$ cat src/rtl/uart_rx_frame.sv
// rtl/uart_rx_frame.sv - oversampling UART receiver with a one-deep holding register.
// A frame is sampled mid-bit on ticks; completed bytes are handed off over a valid/ready handshake.
module uart_rx_frame #(
  parameter int DATA_WIDTH = 8,
  parameter int BAUD_RATE  = 19200,
  parameter int CLK_FREQ   = 50_000_000,
  parameter int OVERSAMPLE = 16
) (
  input  logic                  clk,
  input  logic                  rst,
  input  logic                  rx,
  output logic [DATA_WIDTH-1:0] data_out,
  output logic                  data_valid,
  input  logic                  data_ready,
  output logic                  frame_err,
  output logic                  overrun,
  output logic                  busy
);
  localparam int DIV_RAW = CLK_FREQ / (BAUD_RATE * OVERSAMPLE);
  localparam int DIV     = (DIV_RAW < 1) ? 1 : DIV_RAW;
  localparam int DIV_W   = (DIV > 1) ? $clog2(DIV) : 1;
  localparam int S_W     = $clog2(OVERSAMPLE);
  localparam int B_W     = $clog2(DATA_WIDTH + 1);

  typedef enum logic [1:0] {IDLE, START, DATA, STOP} state_t;

  state_t                state_q, state_d;
  logic                  rx_meta_q, rx_sync_q;
  logic [DIV_W-1:0]      div_cnt_q;
  logic                  tick;
  logic [S_W-1:0]        s_cnt_q, s_cnt_d;
  logic [B_W-1:0]        bit_cnt_q, bit_cnt_d;
  logic [DATA_WIDTH-1:0] shift_q, shift_d;
  logic [DATA_WIDTH-1:0] data_q, data_d;
  logic                  valid_q, valid_d;
  logic                  frame_err_q, overrun_q, overrun_d;
  logic                  frame_done, frame_ok, frame_bad;

  assign tick = (div_cnt_q == DIV_W'(DIV - 1));

  always_ff @(posedge clk or posedge rst) begin
    if (rst) begin
      state_q     <= IDLE;
      rx_meta_q   <= 1'b1;
      rx_sync_q   <= 1'b1;
      div_cnt_q   <= '0;
      s_cnt_q     <= '0;
      bit_cnt_q   <= '0;
      shift_q     <= '0;
      data_q      <= '0;
      valid_q     <= 1'b0;
      frame_err_q <= 1'b0;
      overrun_q   <= 1'b0;
    end else begin
      state_q     <= state_d;
      rx_meta_q   <= rx;
      rx_sync_q   <= rx_meta_q;
      div_cnt_q   <= tick ? '0 : div_cnt_q + 1'b1;
      s_cnt_q     <= s_cnt_d;
      bit_cnt_q   <= bit_cnt_d;
      shift_q     <= shift_d;
      data_q      <= data_d;
      valid_q     <= valid_d;
      frame_err_q <= frame_bad;
      overrun_q   <= overrun_d;
    end
  end

  always_comb begin
    state_d   = state_q;
    s_cnt_d   = s_cnt_q;
    bit_cnt_d = bit_cnt_q;
    shift_d   = shift_q;
    if (tick) begin
      case (state_q)
        IDLE: if (!rx_sync_q) begin
          state_d = START;
          s_cnt_d = '0;
        end
        // Mid-start-bit recheck rejects glitches shorter than half a bit.
        START: if (s_cnt_q == S_W'(7)) begin
          s_cnt_d   = '0;
          bit_cnt_d = '0;
          state_d   = rx_sync_q ? IDLE : DATA;
        end else begin
          s_cnt_d = s_cnt_q + 1'b1;
        end
        DATA: if (s_cnt_q == S_W'(OVERSAMPLE - 1)) begin
          shift_d   = {rx_sync_q, shift_q[DATA_WIDTH-1:1]};
          s_cnt_d   = '0;
          bit_cnt_d = bit_cnt_q + 1'b1;
          if (bit_cnt_q == B_W'(DATA_WIDTH - 1)) state_d = STOP;
        end else begin
          s_cnt_d = s_cnt_q + 1'b1;
        end
        STOP: if (s_cnt_q == S_W'(OVERSAMPLE - 1)) begin
          s_cnt_d = '0;
          state_d = IDLE;
        end else begin
          s_cnt_d = s_cnt_q + 1'b1;
        end
        default: state_d = IDLE;
      endcase
    end
  end

  always_comb begin
    busy       = (state_q != IDLE);
    frame_done = tick && (state_q == STOP) && (s_cnt_q == S_W'(OVERSAMPLE - 1));
    frame_ok   = frame_done && rx_sync_q;
    frame_bad  = frame_done && !rx_sync_q;
  end

  // A consume in the same cycle as a frame completion frees the slot for the new byte.
  always_comb begin
    data_d    = data_q;
    valid_d   = valid_q;
    overrun_d = 1'b0;
    if (valid_q && data_ready) valid_d = 1'b0;
    if (frame_ok) begin
      if (!valid_q || data_ready) begin
        data_d  = shift_q;
        valid_d = 1'b1;
      end else begin
        overrun_d = 1'b1;
      end
    end
  end

  assign data_out   = data_q;
  assign data_valid = valid_q;
  assign frame_err  = frame_err_q;
  assign overrun    = overrun_q;
endmodule

$ cat config.mk
export PLATFORM = sky130hd
export DESIGN_NAME = uart_rx_frame
export DESIGN_NICKNAME = d
export VERILOG_FILES = /design/src/rtl/uart_rx_frame.sv
export SDC_FILE = /design/constraint.sdc
export NUM_CORES = 1
export LEC_CHECK = 0
export ABC_AREA = 1
export BUFFER_PORTS_ARGS = -buffer_cell sky130_fd_sc_hd__buf_2
export CAP_MARGIN = 15
export CELL_PAD_IN_SITES_DETAIL_PLACEMENT = 1
export CELL_PAD_IN_SITES_GLOBAL_PLACEMENT = 2
export CORE_UTILIZATION = 30
export CTS_CLUSTER_DIAMETER = 200
export DETAILED_ROUTE_END_ITERATION = 10
export GPL_ROUTABILITY_DRIVEN = 0
export PLACE_DENSITY = 0.76
export SLEW_MARGIN = 20
export SYNTH_ARGS = -nofsm -noshare
export SYNTH_HDL_FRONTEND = slang
export SYNTH_SLANG_ARGS = --single-unit
$ cat constraint.sdc
create_clock -name clk -period 3.15 [get_ports clk]
set_clock_uncertainty 0.05 [all_clocks]
set_input_delay 0.7875 -clock clk [delete_from_list [all_inputs] [get_ports clk]]
set_output_delay 0.7875 -clock clk [all_outputs]
set_load 0.01 [all_outputs]
==> flow_summary.ini <==
[global_route]
grt_usage = 0.137
use_met3 = 0.0411
grtUsageMet1 = 0.175
grt_pass1_vias = 1388
grt_pass1_wl_um = 6530
grt_max_degree = 40
grt_busiest_layer = met2
overflow = 0
antenna_found_initial = 0
grt_use_met2 = 0.215

[floorplanning]
start_util = 0.310
io_pins = 16
dieWidth_um = 80.0
design.die.area_mm2 = 0.00640
coreArea_mm2 = 0.00589
die_h_um = 80.0
rows = 28

[clocking]
insertion_delay_ps = 290
path_clk_slew_ps = 70
hold_buffers = 0
cts_tree = done
clkSinkCount = 39
clockRootBuffer = clkbuf_8
ctsResizeCount = 0
htree_num_levels = 2
post_cts_buffers = 0
clk_path_buf_depth = 2
cts_made_buffers = 5

[pwr]
combPwrFrac = 0.015
switching_share = 0.206
power_uw = 888
power.density_mw_per_mm2 = 426
seq_power_share = 0.569
intPower_uw = 705
p_switching_uw = 183
power_leakage_nw = 1.17
vdd_drop_max_v = 0.000224
p_clk_frac = 0.416

[critical_path]
startpoint_type = flip-flop
worst-setup-path-type = reg -> out
endpoint_kind = output pin
cp_max_fo = 6
r2r_slack_ps = 1520
cp.arrival_ps = 1110
critPathRequiredTime_ps = 2310

[yosys]
synth_common_cells = nand2_1 (53), dfrtp_1 (37), inv_1 (29)
synth_edf_count = 0
ys_seq_elements = 39
syn_nets = 215
ys_types = 28
synthTopCellsByArea = dfrtp_1 (51%), nand2_1 (11%), inv_1 (6.0%), nand4_1 (3.4%), nor2_1 (3.3%)
synthCells = 207
ys_warn_count = 0
async_reset_ff_frac = 1.00
synth-seq-area-share = 0.536
syn-mean-instance-area_um2 = 8.82
yosys.area.top_type = dfrtp_1
ys.flop_type = dfrtp_1
synth_top_area_share = 0.507
syn-cell-area_mm2 = 0.00183
synth_most_common_cell = nand2_1

[hold_path]
hp-class = reg -> reg

[sta]
tightestPinTransition_ps = 486
setup_viol = 0
holdWs_ps = 307
drv_slew = 0
setup_tns_ps = 0
period_share = 0.617
fmax_mhz = 515
hold_violations = 0
timing.slew.headroom = 0.676
rsz0062_at_grt = no
period_minus_slack_ps = 1940

[placed_design]
port-buffer-count = 15
place_hpwl_um = 2770
placed_area_mm2 = 0.00198

[layout]
final_core_util = 0.354
layout.nets = 235
fin_area_mm2 = 0.00208
final_layout_size_suffix_gt1_frac = 0.175
syn_to_final_growth_pct = 14.1
diodes = 0

[detailed_routing]
totalWireLength_um = 3750
routed_via_density = 4.51
vias = 1368
dr.pass1.iters = 7
wl_per_cell_um = 12.4
drtAntennaViolNets = 0
initialDrtViolationCount = 36
post-route-drc-count = 2

[outcome]
run_status = complete, but fails checks
violations = DRC

[run]
cap_violations = 0
[layout by cell type (no fill, tap or decap), drive strengths merged, types with 5 or more instances in the layout]
cell	Yosys	final
dfrtp	37	37
inv	33	33
nand4	11	11
o21ai	17	17
nand3	12	12
clkbuf	2	8
buf	1	16
nand2	54	54
nor2	20	20
xor2	5	5
[metal layers]
metal | vias to the layer above | share of wire
met5 | - | 0
li1 | 695 | -
met2 | 12 | 0.49
met1 | 659 | 0.48
met3 | 2 | 0.025
met4 | 0 | 0.0051
[metrics by stage]
step / instances / setup slack [ps]
after CTS: 303 / 1180
final: 303 / 1210
after detailed placement: 295 / 1320
after global routing: 303 / 1130
after global placement: 295 / 1360
after floorplan: 207 / 1430
[sequential cells by signal, summed over array words and instances, names as in the netlist, named ones only]
name / count
data_out: 8
shift_q: 8
div_cnt_q: 8
data_valid: 1
s_cnt_q: 4
state_q: 1
overrun: 1
rx_meta_q: 1
frame_err: 1
bit_cnt_q: 4
rx_sync_q: 1
[logic make-up after synthesis]
group / after synthesis / synth area share
adder cells (fa/ha/maj): 4 / 0.0274
multiplexers: 1 / 0.00548
buffers and inverters: 36 / 0.0795
XOR/XNOR: 5 / 0.0240
AND/OR/NAND/NOR: 102 / 0.270
flip-flops: 39 / 0.536
AO/OA/AOI/OAI: 20 / 0.0576
[area by class of cell]
| type | count | area, um^2 |
|---|---|---|
| fill | 738 | 3800 |
| timing repair buffer | 16 | 82.6 |
| inverter | 33 | 126 |
| multi-input combinational | 132 | 702 |
| clock buffer | 8 | 100 |
| sequential | 39 | 978 |
| tap | 75 | 93.8 |
[path summary, 6_finish.rpt]
kind                                   startpoint                     end  cells after the start
max in group asynchronous                     rst     rx_meta_q$_DFF_PP1_                      3
max reg2reg                s_cnt_q[1]$_DFFE_PP0P_  state_q[0]$_DFFE_PP0P_                      7
min                           rx_meta_q$_DFF_PP1_     rx_sync_q$_DFF_PP1_                      0
min reg2reg                   rx_meta_q$_DFF_PP1_     rx_sync_q$_DFF_PP1_                      0
min in group asynchronous                     rst  div_cnt_q[4]$_DFF_PP0_                      3
max                                     flip-flop                    busy                      3
[power by group through the flow]
stage                     Sequential (mW)  Combinational [mW]  Clock, mW
after global routing                0.506              0.0166      0.406
after floorplan                     0.513              0.0101          0
after detailed placement            0.515              0.0148          0
final                               0.506              0.0135      0.369
after CTS                           0.505              0.0149      0.384
after global placement              0.515              0.0150          0
[critical path, stage by stage, from the launching register on]
cell	delay, ps
dfrtp_1	450
inv_1	60
nand2_1	150
buf_2	160
(Power assumes the default switching activity.)
